<file path="config.mk">
export PLATFORM = sky130hd
export DESIGN_NAME = i2s_dac_tx
export DESIGN_NICKNAME = d
export VERILOG_FILES = /design/src/rtl/i2s_dac_tx.sv
export SDC_FILE = /design/constraint.sdc
export NUM_CORES = 1
export LEC_CHECK = 0
export CAP_MARGIN = 40
export CORE_MARGIN = 3
export CORE_UTILIZATION = 30
export DETAILED_ROUTE_END_ITERATION = 8
export PLACE_DENSITY = 0.45
export SETUP_SLACK_MARGIN = 0.4
export SLEW_MARGIN = 20
export SYNTH_ARGS = -nofsm -noshare
export SYNTH_HDL_FRONTEND = slang
export SYNTH_SLANG_ARGS = --single-unit
</file>
<file path="constraint.sdc">
create_clock -name i_clk -period 3.4 [get_ports i_clk]
set_input_delay 0.51 -clock i_clk [delete_from_list [all_inputs] [get_ports i_clk]]
set_output_delay 0.51 -clock i_clk [all_outputs]
set_load 0.03 [all_outputs]
</file>
<file path="src/rtl/i2s_dac_tx.sv">
// i2s_dac_tx: WM8731 I2S DAC serializer fed by a small sample FIFO.
// Define I2S_TX_UNDERRUN_CNT_EN to add the saturating o_underrun_cnt port.
module i2s_dac_tx #(
  parameter int DATA_W     = 16,
  parameter int FIFO_DEPTH = 4,
  parameter bit STEREO_DUP = 1'b1
) (
  input  logic              i_clk,
  input  logic              i_rst_n,
  input  logic              i_aud_daclrck,
  input  logic              i_en,
  input  logic              i_flush,
  input  logic [DATA_W-1:0] i_data,
  input  logic              i_valid,
  output logic              o_ready,
  output logic              o_aud_dacdat,
  output logic              o_busy,
  output logic              o_underrun
`ifdef I2S_TX_UNDERRUN_CNT_EN
  ,
  output logic [15:0]       o_underrun_cnt
`endif
);

  localparam int AW = $clog2(FIFO_DEPTH);
  localparam int CW = $clog2(DATA_W + 1);
  localparam logic [AW:0]   FULL_CNT = (AW+1)'(FIFO_DEPTH);
  localparam logic [CW-1:0] LAST_BIT = CW'(DATA_W);

  typedef enum logic [1:0] {
    WAIT_SYNC,
    SHIFT,
    PAD
  } state_t;

  state_t state, state_n;

  logic              lrck_d;
  logic              fall, rise;
  logic [DATA_W-1:0] mem [FIFO_DEPTH];
  logic [AW-1:0]     wr_ptr, rd_ptr;
  logic [AW:0]       count;
  logic              empty, push, pop;
  logic [DATA_W-1:0] head;
  logic [DATA_W-1:0] shreg, shreg_n;
  logic [DATA_W-1:0] cur, cur_n;
  logic [CW-1:0]     bcnt, bcnt_n;
  logic              ch, ch_n;
  logic              dat_n, busy_n, und_n;

  assign fall    = lrck_d & ~i_aud_daclrck;
  assign rise    = ~lrck_d & i_aud_daclrck;
  assign empty   = (count == '0);
  assign o_ready = (count != FULL_CNT);
  assign push    = i_valid & o_ready;
  assign pop     = fall & i_en & ~empty;
  assign head    = mem[rd_ptr];

  always_ff @(posedge i_clk) begin
    if (push && !i_flush) mem[wr_ptr] <= i_data;
  end

  always_ff @(posedge i_clk or negedge i_rst_n) begin
    if (!i_rst_n) begin
      wr_ptr <= '0;
      rd_ptr <= '0;
      count  <= '0;
    end else if (i_flush) begin
      wr_ptr <= '0;
      rd_ptr <= '0;
      count  <= '0;
    end else begin
      if (push) wr_ptr <= wr_ptr + 1'b1;
      if (pop)  rd_ptr <= rd_ptr + 1'b1;
      unique case ({push, pop})
        2'b10:   count <= count + 1'b1;
        2'b01:   count <= count - 1'b1;
        default: ;
      endcase
    end
  end

  // A fall always restarts the left channel, even mid-word (truncation).
  always_comb begin
    state_n = state;
    shreg_n = shreg;
    cur_n   = cur;
    bcnt_n  = bcnt;
    ch_n    = ch;
    dat_n   = 1'b0;
    busy_n  = o_busy;
    und_n   = 1'b0;
    if (fall) begin
      state_n = SHIFT;
      ch_n    = 1'b0;
      bcnt_n  = CW'(1);
      if (pop) begin
        shreg_n = head;
        cur_n   = head;
        dat_n   = head[DATA_W-1];
        busy_n  = 1'b1;
      end else begin
        shreg_n = '0;
        cur_n   = '0;
        busy_n  = 1'b0;
        und_n   = i_en;
      end
    end else if (rise && state != WAIT_SYNC) begin
      state_n = SHIFT;
      ch_n    = 1'b1;
      bcnt_n  = CW'(1);
      shreg_n = STEREO_DUP ? cur : '0;
      dat_n   = STEREO_DUP & cur[DATA_W-1];
    end else begin
      unique case (state)
        SHIFT: begin
          if (bcnt == LAST_BIT) begin
            state_n = PAD;
            if (ch) busy_n = 1'b0;
          end else begin
            dat_n   = shreg[DATA_W-2];
            shreg_n = shreg << 1;
            bcnt_n  = bcnt + 1'b1;
          end
        end
        WAIT_SYNC: ;
        PAD:       ;
        default:   ;
      endcase
    end
  end

  always_ff @(posedge i_clk or negedge i_rst_n) begin
    if (!i_rst_n) begin
      state        <= WAIT_SYNC;
      lrck_d       <= 1'b0;
      shreg        <= '0;
      cur          <= '0;
      bcnt         <= '0;
      ch           <= 1'b0;
      o_aud_dacdat <= 1'b0;
      o_busy       <= 1'b0;
      o_underrun   <= 1'b0;
    end else begin
      state        <= state_n;
      lrck_d       <= i_aud_daclrck;
      shreg        <= shreg_n;
      cur          <= cur_n;
      bcnt         <= bcnt_n;
      ch           <= ch_n;
      o_aud_dacdat <= dat_n;
      o_busy       <= busy_n;
      o_underrun   <= und_n;
    end
  end

`ifdef I2S_TX_UNDERRUN_CNT_EN
  always_ff @(posedge i_clk or negedge i_rst_n) begin
    if (!i_rst_n) begin
      o_underrun_cnt <= '0;
    end else if (i_flush) begin
      o_underrun_cnt <= '0;
    end else if (und_n && o_underrun_cnt != 16'hFFFF) begin
      o_underrun_cnt <= o_underrun_cnt + 16'd1;
    end
  end
`endif

endmodule

</file>
==> results.md, run 1 <==
Run status:
- The run finished with clean final reports.

Power:
- Summed over all cells, the static leakage comes to 2.34 nW.
- IR analysis of the VDD net gives a maximum drop of 305 uV.
- For this design the ratio of total power to cell area is 676 nW/um^2.
- The total power after layout is 4.05 mW.

CTS:
- The clock-pin transition on the worst setup and hold timing paths is 0.05 ns.
- In this run, post-CTS hold repair placed 0 buffers.
- TritonCTS created 17 clock buffers.
- The maximum number of buffers from clock root to sink is 2.
- The clock root buffer is sky130_fd_sc_hd__clkbuf_16.
- In this run the number of H-tree levels came out at 4.
- The TritonCTS clock tree is yes.
- The number of sinks handled by clock tree synthesis is 114.
- The number of gates given a new drive strength after cts is 0.
- For the worst-skew pair, the clock arrives at the later sink with an insertion delay of 0.41 ns.
- The number of setup buffers added after CTS is 0.

GRT:
- The global-route wire length before repair is 15200 um.
- The number of antenna violations at the first check in global routing is 0.
- The number of global-route vias before repair is 2809.
- For this run the aggregate overflow at the end of global routing stands at 0.
- Entering global routing, the biggest net connects 31 pins.
- The overall global routing resource usage is 11.5%.

Timing:
- Setup repair after global routing left no endpoint under its margin.
- For the final database, setup skew stands at 0.00916 ns.
- The final hold violation count is 0.
- The number of max-slew violations in the final report came to 0.
- The final number of setup-violating endpoints is 0.
- The relative slew slack is 51.9%.
- The setup TNS is 0 ns.
- At the pin with the least slew margin, the transition time is 0.722 ns.
- In the finished design, the share of the clock period the worst path needs comes to 70.9%.
- The minimum clock period is 2.41 ns.
- Hold is met by 0.108 ns.
- The maximum operating frequency is 415 MHz.

Detailed routing:
- The number of nets with antenna violations after detailed routing is 0.
- After the first detailed-routing iteration, the DRC count stood at 137.
- The first TritonRoute pass finished after 4 iterations.
- After detailed routing, the number of vias per cell comes to 4.54.
- The final layout contains routed wiring with a total length of 9170 um.
- After detailed routing, the average wire length per cell comes to 15.3 um.
- For this run, design rule violations remaining after detail routing come to 0.
- The total vias in the final route is 2726.

Cells and area:
- Cells with a size suffix above 1 make up 18.5% of the layout.
- The area overhead of the layout relative to synthesis is 25.4%.
- The area used by sequential logic in the layout is 3170 um^2.
- The repair_antennas step left the layout with diodes totalling 0.
- Leaving out fill and tap cells, the most frequent cells in the layout are 70 x sky130_fd_sc_hd__nand2_1, 64 x sky130_fd_sc_hd__edfxtp_1, 50 x sky130_fd_sc_hd__dfrtp_1.
- The finished cells cover 5990 um^2.
- The total area of multi-input combinational cells is 1470 um^2.
- Cells fill 39.0% of the core in the end.
- The number of nets in the layout is 405.
- The number of fill cells in the layout is 1426.
- The most common cell after layout, fill and taps aside is sky130_fd_sc_hd__nand2_1.

Setup path:
- The worst register-to-register path ends at count[2].
- The family of cells with the greatest summed delay on the critical path is simple AND/OR/NAND/NOR gates.
- The worst stage delay on the critical path is 0.44 ns.
- For this design, the slowest cell found on the critical path is sky130_fd_sc_hd__dfrtp_1.
- The count of cells along the worst register-to-register path is 7.
- The critical path class is reg -> reg.
- In this run the worst setup path begins at count[0].
- STA classifies the critical path endpoint as a flop.
- The capturing instance or port of the critical path is count[2].
- The arrival time of data at the critical path endpoint is 2.70 ns.
- The critical path crosses 7 cells after its start point.
- Setup slack on the worst reg-to-reg path comes out at 0.99 ns.
- The startpoint identified for the worst register-to-register timing path is count[0].
- Counting both buffers and inverters, the worst setup path holds a total of 0.
- Traced cell by cell, the critical path runs through or3_4 -> and3_4 -> and2_1 -> fa_1 -> and4b_1 -> a2bb2oi_1 -> mux2_1.
- The critical path launch point type is a flop.
- Along the worst path, the maximum fanout reaches 21.
- STA puts the critical path data required time at 3.69 ns.

Yosys:
- The synthesized flop and latch total is 114.
- Yosys printed 0 warnings.
- Synthesis produced 337 cells.
- The fraction of synthesis flops using an asynchronous set or reset pin is 43.9%.
- Dividing the synthesized area by the synthesized cell count gives 14.2 um^2.
- The number of synthesized flops with an enable pin is 64.
- The main flop type after synthesis is sky130_fd_sc_hd__edfxtp_1.
- Summing every instance area after synthesis gives 4780 um^2.
- The number of library cell types mapped by synthesis is 43.
- Sequential cells were found to cover 66.4% of the synthesized design area.
- The number of nets handed over by synthesis was 366.

Die:
- The die area is 17500 um^2.
- The floorplan has 45 rows.
- The top-level port count is 26.
- The starting utilization of the core area is 31.1%.
- The die span in x is 132 um.
- The area of the core is 15400 um^2.
- In this run the vertical extent of the chip is 132 um.

Placement:
- The count of input and output buffers is 25.
- The routability-driven placement congestion ratio is 0.702.
- Summing all placed instances gives a cell area of 5250 um^2.
- The HPWL reported at the end of detailed placement is 5730 um.

Flow run:
- Across the run, the number of max-cap violations was 0.

Worst hold path:
- The tightest min-delay check is of the in -> async type.
-- worst reg2reg max path: stages (launching register included) --
cell                        delay [ns]
sky130_fd_sc_hd__dfrtp_1          0.44
sky130_fd_sc_hd__or3_4            0.41
sky130_fd_sc_hd__and3_4           0.27
sky130_fd_sc_hd__and2_1           0.18
sky130_fd_sc_hd__fa_1             0.37
sky130_fd_sc_hd__and4b_1          0.26
sky130_fd_sc_hd__a2bb2oi_1        0.07
sky130_fd_sc_hd__mux2_1           0.30
-- layer usage --
layer / routed length [um] / track usage [%] / share of wire (%)
met1: 4400 / 15.2 / 48
met2: 4260 / 17.1 / 46
met3: 326 / 3.36 / 3.6
met4: 181 / 5.89 / 2.0
met5: 0 / 0 / 0
-- state kept, by name, indices dropped and copies added (netlist names) --
| name | cells |
|---|---|
| shreg | 15 |
| state | 2 |
| o_aud_dacdat | 1 |
| bcnt | 5 |
| o_underrun | 1 |
| mem | 64 |
| wr_ptr | 2 |
| ch | 1 |
| o_busy | 1 |
| rd_ptr | 2 |
| lrck_d | 1 |
| count | 3 |
| cur | 16 |
-- worst min-delay path by stage --
stage,from,endpoint,slack (ns),cells after the start
final,i_rst_n,shreg[7],0.11,1
after global routing,i_rst_n,cur[9],0.16,1
after CTS,i_rst_n,shreg[7],0.13,1
after detailed placement,cur[9],cur[9],0.46,2
after global placement,cur[11],cur[11],0.46,2
after floorplan,i_rst_n,bcnt[0],0.21,0
-- synth_stat cells, types with 5 or more instances --
cell,number,area [um^2]
sky130_fd_sc_hd__nand2_1,70,263
sky130_fd_sc_hd__and2_1,7,43.8
sky130_fd_sc_hd__a41oi_2,5,81.3
sky130_fd_sc_hd__inv_1,5,18.8
sky130_fd_sc_hd__edfxtp_1,64,1920
sky130_fd_sc_hd__nor2b_1,5,31.3
sky130_fd_sc_hd__dfrtp_1,50,1250
sky130_fd_sc_hd__mux4_2,16,360
sky130_fd_sc_hd__buf_6,5,56.3
sky130_fd_sc_hd__ha_1,6,75.1
sky130_fd_sc_hd__a41oi_1,8,70.1
sky130_fd_sc_hd__nor2_1,28,105
sky130_fd_sc_hd__nand3_1,18,90.1
sky130_fd_sc_hd__buf_2,5,25.0
-- power by group --
part	switching [mW]	total, mW	internal [mW]	leakage [nW]
Sequential	0.0533	1.62	1.56	1.25
Clock	0.615	2.14	1.53	0.346
Combinational	0.153	0.292	0.139	0.740
Total	0.821	4.05	3.23	2.34
-- cell type report --
class | count | share of cell area (%)
tap | 211 | 4.41
clock buffer | 19 | 7.23
sequential | 114 | 53.0
timing repair buffer | 37 | 5.85
inverter | 5 | 0.313
multi-input combinational | 201 | 24.5
clock inverter | 13 | 4.68
-- metrics by stage --
stage                     instances  setup WS, ns
final                           600         0.988
after global routing            600         0.881
after CTS                       598         0.970
after detailed placement        566         0.666
after global placement          566         0.702
after floorplan                 337         0.933
-- cells by family after synthesis --
kind of cell             after synthesis  synth area share, %
AO/OA/AOI/OAI                         25                 4.85
XOR/XNOR                               8                 1.62
adder cells (fa/ha/maj)                7                 1.99
buffers and inverters                 22                 2.83
flip-flops                           114                 66.4
multiplexers                          19                 8.30
AND/OR/NAND/NOR                      142                 14.0
Power figures use the tool's default switching activity.
==> run 2: changes to the inputs <==
- clock period: 3.4 -> 2.4 ns (I/O delays scaled with it)
==> run 2 against run 1 <==
Effect of this change:
- combinational power is 54% higher
- clock skew is 0.0014 ns higher
- critical endpoint unchanged
- clock power is 25% higher
- maximum frequency is 12% higher
- critical path type unchanged
- total power is 34% higher
- non-clock buffer count is 9 higher
- register-to-register slack worse by 0.74 ns
==> results.md, run 2 (synthesis results as in run 1) <==
Setup path:
- Along the worst path, the maximum fanout reaches 3.
- The critical path is of the reg -> reg type.
- Traced cell by cell, the critical path runs through or3_4 -> and3_4 -> and2_4 -> fa_2 -> and4b_1 -> a2bb2oi_2 -> mux2_4.
- The family of cells with the greatest summed delay on the critical path is simple AND/OR/NAND/NOR gates.
- The endpoint class of the critical path is a flop.
- The data required time at the worst endpoint is 2.70 ns.
- STA puts the critical path data arrival time at 2.45 ns.
- The count of buffering cells on the critical path with inverters included is 0.
- On the worst path, the slowest cell contributes a delay of 0.41 ns.
- The critical path launch point type is a flop.
- The largest individual stage delay along the critical path comes from the cell sky130_fd_sc_hd__dfrtp_2.
- Counting buffers and inverters, the worst setup path is 7 cells deep.
- The count of cells along the worst register-to-register path is 7.

Timing:
- The number of max-slew violations in the final report is 0.
- Derived from the worst setup path, the maximum achievable clock frequency is 465 MHz.
- In the finished design, the share of the clock period the worst path needs comes to 89.7%.
- The transition time at the pin with the least slew margin is 0.451 ns.
- The minimum clock period is 2.15 ns.
- Setup repair after global routing could not meet its margin everywhere.
- In this run the tightest slew margin relative to its limit is 70.0%.
- Setup violations remaining at the end of the flow were counted as 0.
- The final hold violation count is 0.
- The clock arrives with 0.0106 ns of skew.
- The setup TNS is 0 ns.

GRT:
- The global-route wire length before repair is 15600 um.
- The number of antenna violations at the first check in global routing is 0.
- The number of global-route vias before repair is 2930.
- Summed over all layers, the global routing overflow is 0.
- The overall global routing resource usage is 11.6%.
- Entering global routing, the biggest net connects 31 pins.

Cells and area:
- Compared with the post-synthesis result, the final layout area differs by 26.5%.
- The share of cells above drive strength 1 is 20.7%.
- The most common cell after layout, fill and taps aside is sky130_fd_sc_hd__nand2_1.
- The largest registers in the layout are mem: 64 flops, cur: 16 flops, shreg: 15 flops.
- For this run, the share of the core covered by cells in the final layout is 39.3%.
- The register bank with the most flops is mem.
- Leaving out filler cells and counting taps, the final layout contains 608.
- The total inserted antenna cells is 0.
- The flip-flop count of the largest register, all copies and words added is 64.
- Leaving out fill and tap cells, the most frequent cells in the layout are 70 x sky130_fd_sc_hd__nand2_1, 64 x sky130_fd_sc_hd__edfxtp_1, 49 x sky130_fd_sc_hd__dfrtp_1.
- The finished cells cover 6040 um^2.
- The net count of the finished layout is 414.

Die:
- The area of the core is 15400 um^2.
- The die area is 17500 um^2.
- In this run the core area contains 45 standard-cell rows.
- In this run the vertical extent of the chip is 132 um.
- The top-level port count is 26.
- The starting utilization of the core area is 31.1%.
- The floorplan step set the die width to 132 um.

Detailed routing:
- Wires add up to 9210 um.
- The number of nets with antenna violations after detailed routing is 0.
- The average wire length per cell after detail routing is 15.1 um.
- The violation count after the first detailed-route iteration is 109.
- For this run, the detailed router's first-pass iteration total came to 4.
- The DRC violation count after routing is 0.
- The total vias in the final route is 2774.
- The post-detailed-route via-to-cell ratio is 4.56.

Placement:
- Once placement completed, the tool counted placed cells totaling 573.
- The post-placement cell area is 5380 um^2.
- Port buffering added 25 buffers.
- Routability-driven placement finished with a final weighted congestion of 0.725.
- The HPWL reported at the end of detailed placement is 5800 um.

Power:
- The ratio of total power to cell area is 895 nW/um^2.
- The total power after layout is 5.40 mW.
- Across the VDD grid, the largest voltage drop is 485 uV.
- The leakage power summed over all cells is 2.35 nW.

CTS:
- The number of sinks handled by clock tree synthesis is 114.
- CTS placed an instance of sky130_fd_sc_hd__clkbuf_16 at the clock tree root.
- The H-tree was split into 4 levels.
- The TritonCTS clock tree is yes.
- The clock reaches the later pin of the worst-skew pair after 0.41 ns.
- Counting the buffers created by CTS gives 17.
- The clock-pin transition on the worst setup and hold timing paths is 0.05 ns.
- In this run the deepest clock path goes through 2 buffers.

Worst hold path:
- The min-delay analysis places its worst path in the category in -> async.

Flow run:
- The max-cap check violation count is 0.

Run status:
- The flow ran to the end, and the final reports show no timing, DRC or antenna violations.
[run 2: final cells by class]
cell class	instances	area (um^2)
Tap cell	211	264
Sequential cell	114	3170
Timing Repair Buffer	46	475
Clock inverter	10	184
Multi-Input combinational cell	201	1480
Inverter	5	18.8
Clock buffer	21	440
Fill cell	1409	9330
[run 2: worst reg2reg max path, stage by stage, from the launching register on]
cell	delay, ns
sky130_fd_sc_hd__dfrtp_2	0.41
sky130_fd_sc_hd__or3_4	0.37
sky130_fd_sc_hd__and3_4	0.16
sky130_fd_sc_hd__and2_4	0.13
sky130_fd_sc_hd__fa_2	0.34
sky130_fd_sc_hd__and4b_1	0.28
sky130_fd_sc_hd__a2bb2oi_2	0.07
sky130_fd_sc_hd__mux2_4	0.29
[run 2: power by group]
group	switching, mW	total, mW	leakage (nW)	internal [mW]
registers	0.0734	2.29	1.25	2.21
logic	0.225	0.449	0.806	0.224
clock network	0.837	2.67	0.299	1.83
[run 2: path summary, 6_finish.rpt]
| path | from | end | slack, ns |
|---|---|---|---|
| max in group asynchronous | i_rst_n | count[0] | 1.39 |
| setup / recovery | count[0] | count[2] | 0.25 |
| hold reg to reg | cur[10] | cur[10] | 0.47 |
| min in group i_clk | i_aud_daclrck | lrck_d | 0.46 |
| setup reg to reg | count[0] | count[2] | 0.25 |
| hold / removal | i_rst_n | cur[10] | 0.37 |
[run 2: routing by layer]
layer  track usage, %  vias to the layer above  share of wire [%]
met5                0                        -                  0
met4             4.62                        0                1.4
met3             4.27                        9                3.0
met2             17.5                       36                 48
li1                 -                     1311                  -
met1             15.2                     1418                 48
[run 2: through the flow]
| stage | setup slack [ns] | hold slack, ns |
|---|---|---|
| final | 0.247 | 0.368 |
| after global routing | 0.159 | 0.392 |
| after CTS | 0.263 | 0.370 |
| after detailed placement | 0.0283 | 0.253 |
| after global placement | 0.0724 | 0.257 |
| after floorplan | 0.00400 | 0.0644 |
[run 2: repair_timing]
item / in CTS / in global routing
resized for setup: 2 / 4
hold endpoints to repair: 9 / 0
hold buffers: 1 / 0
setup endpoints to repair: 2 / 2
buffers inserted: 3 / 0
==> run 3: changes to the inputs <==
- DONT_BUFFER_PORTS: unset -> 1
- PLACE_DENSITY: 0.45 -> 0.43
==> run 3 against run 2 <==
Effect of this change:
- first-iteration DRC count up 46%
- routed wire length down 1.9%
- clock power shrank 4%
- sequential cell count stayed put
- via count down 3.7%
- sequential power barely moved
- combinational power fell by 18%
- worst setup slack got worse by 0.031 ns
- largest cell class unchanged
- clock skew shrank 0.0023 ns
- non-clock buffer count down 29
==> results.md, run 3 (synthesis results as in run 1) <==
Timing:
- The least setup slack across all paths after layout is 0.217 ns.
- The relative slew slack is 58.8%.
- The number of max-slew violations in the final report is 0.
- After layout, the worst path uses 91.0% of the clock period.
- The maximum operating frequency is 458 MHz.
- Setup violations remaining at the end of the flow were counted as 0.
- The worst setup skew after layout is 0.00828 ns.
- The final hold violation count is 0.
- Setup repair after global routing could not meet its margin everywhere.
- The transition time at the pin with the least slew margin is 0.617 ns.
- The routed design could run at a clock period as short as 2.18 ns.
- In the final timing run, aggregate negative setup slack is 0 ns.

Die:
- The die is 132 um tall.
- 26 I/O pins were placed.
- In this run the horizontal extent of the chip is 132 um.
- The initial utilization of the core area, before any placement, comes to 31.1%.
- The die covers 17500 um^2.
- The area of the core is 15400 um^2.
- The number of standard-cell rows in the floorplan is 45.

Setup path:
- The capture instance of the worst register-to-register path is count[2].
- Together, buffers and inverters on the worst path number 0.
- Along the worst path, the maximum fanout reaches 4.
- Traced cell by cell, the critical path runs through or3_4 -> and3_4 -> and2_4 -> fa_2 -> and4b_1 -> a2bb2oi_1 -> mux2_1.
- The worst stage delay on the critical path is 0.42 ns.
- Among cell families on the critical path, the largest total delay comes from simple AND/OR/NAND/NOR gates.
- The endpoint class of the critical path is a flop.
- STA puts the critical path data arrival time at 2.47 ns.
- The critical path class is reg -> reg.
- STA classifies the critical path startpoint as a flop.
- The count of cells along the worst register-to-register path is 7.
- The worst reg-to-reg setup slack is 0.22 ns.
- In this run the critical register-to-register path is launched from count[0].
- Data on the critical path is required at its endpoint by 2.69 ns.
- The largest individual stage delay along the critical path comes from the cell sky130_fd_sc_hd__dfrtp_2.

GRT:
- The largest net degree at the start of global routing is 51.
- The number of global-route vias before repair came to 2822.
- The number of antenna violations at the first check in global routing is 0.
- The first global-routing pass estimated 15000 um of wire.
- Summed over all layers, the global routing overflow is 0.
- Across every metal layer, demand over resource in global routing totals 11.2%.

CTS:
- TritonCTS built the clock tree.
- CTS placed an instance of sky130_fd_sc_hd__clkbuf_16 at the clock tree root.
- Buffers inserted during clock tree synthesis total 17.
- The H-tree was split into 4 levels.
- The clock passes through at most 2 buffers.
- At the later pin of the worst-skew pair, clock insertion delay measures 0.41 ns.
- The number of sinks handled by clock tree synthesis is 114.
- The clock-pin transition on the worst setup and hold timing paths is 0.05 ns.

Cells and area:
- The share of cells above drive strength 1 is 21.7%.
- The register with the most flip-flops in the layout has 64 of them.
- Leaving out fill and tap cells, the most frequent cells in the layout are 70 x sky130_fd_sc_hd__nand2_1, 64 x sky130_fd_sc_hd__edfxtp_1, 49 x sky130_fd_sc_hd__dfrtp_1.
- After routing the design area is 5710 um^2.
- Leaving out fill and tap cells, the most frequent cell in the layout is sky130_fd_sc_hd__nand2_1.
- More flip-flops sit in one register than any other, and that register is mem.
- From synthesis to final layout, the design area changed by 19.5%.
- At the end of the flow, the number of nets in the layout was 385.
- The largest registers in the layout are mem: 64 flops, cur: 16 flops, shreg: 15 flops.
- The number of fill cells in the layout is 1495.
- 0 antenna diodes ended up in the layout.
- The final non-filler cell total is 580.

Worst hold path:
- The kind of path behind the tightest hold check is in -> reg.
- The worst hold path cell count is 0.
- For hold timing, the worst endpoint is mem[1][3].
- The origin of the worst min-delay path is i_data[3].

Power:
- For this design the static power due to leakage is 2.20 nW.
- Overall power consumption after layout is estimated at 5.21 mW.
- Across the VDD grid, the largest voltage drop is 467 uV.
- Dividing total power by cell area gives a power density of 913 nW/um^2.

Detailed routing:
- The violation count after the first detailed-route iteration is 159.
- Detailed routing placed a total of 361 um of wire on met3.
- The total vias in the final route is 2671.
- The DRC violation count after routing is 0.
- The post-detailed-route via-to-cell ratio is 4.61.
- In the detailed route, the total length drawn on met2 is 4240 um.
- The routed design has 9030 um of wire.
- The number of nets with antenna violations after detailed routing is 0.
- The count of TritonRoute iterations in the first routing pass is 4.
- The uppermost signal routing layer after detailed routing is met4.
- The average wire length per cell after detail routing is 15.6 um.
- The met1 wire length is 4270 um.

Flow run:
- Across the run, the number of max-cap violations was 0.

Placement:
- The count of input and output buffers is 0.
- The HPWL reported at the end of detailed placement is 5800 um.
- Once placement completed, the tool counted placed cells totaling 541.
- The worst slack at placement is 0.178 ns.
- After detailed placement, the total cell area comes to 5020 um^2.
- Routability-driven placement finished with a final weighted congestion of 0.676.

Run status:
- The flow ran to the end, and the final reports show no timing, DRC or antenna violations.
run 3: how the worst max path moves through the flow:
stage                  start       end  slack, ns  cells after the start
finish              count[0]  count[2]       0.22                      7
global route        count[0]  count[2]       0.16                      7
CTS                 count[0]  count[2]       0.21                      7
detailed placement  count[0]  count[2]       0.18                      7
global placement    count[0]  count[2]       0.22                      7
floorplan           count[0]  count[2]      0.004                      9
run 3: report_power, final:
part / total (mW) / switching (mW) / internal [mW]
Combinational: 0.367 / 0.190 / 0.178
Sequential: 2.30 / 0.0869 / 2.21
Clock: 2.55 / 0.907 / 1.64
run 3: repair_timing:
item	in CTS	in global routing
setup buffers	3	0
hold buffers	4	0
endpoints found under the setup margin	33	9
gates resized for setup	3	1
endpoints found under the hold margin	55	0
pin swaps	1	0
run 3: per-layer routing:
metal	up-vias	global-route usage, %
li1	1261	-
met1	1361	14.1
met2	37	17.3
met3	12	3.74
met4	0	5.72
met5	-	0
run 3: area by class of cell:
cell class                 count  area, um^2  share of cell area, %
clock inverter                15         184                   3.22
multi-input combinational    201        1480                   25.9
tap                          211         264                   4.62
sequential                   114        3170                   55.6
timing repair buffer          17         166                   2.91
clock buffer                  17         425                   7.45
inverter                       5        18.8                  0.329
run 3: through the flow:
stage / hold slack [ns] / util, %
floorplan: 0.0644 / -
global placement: 0.0674 / 32.5
detailed placement: 0.0674 / 32.6
CTS: 0.0199 / 37.1
global route: 0.0149 / 37.2
finish: 0.0419 / 37.2
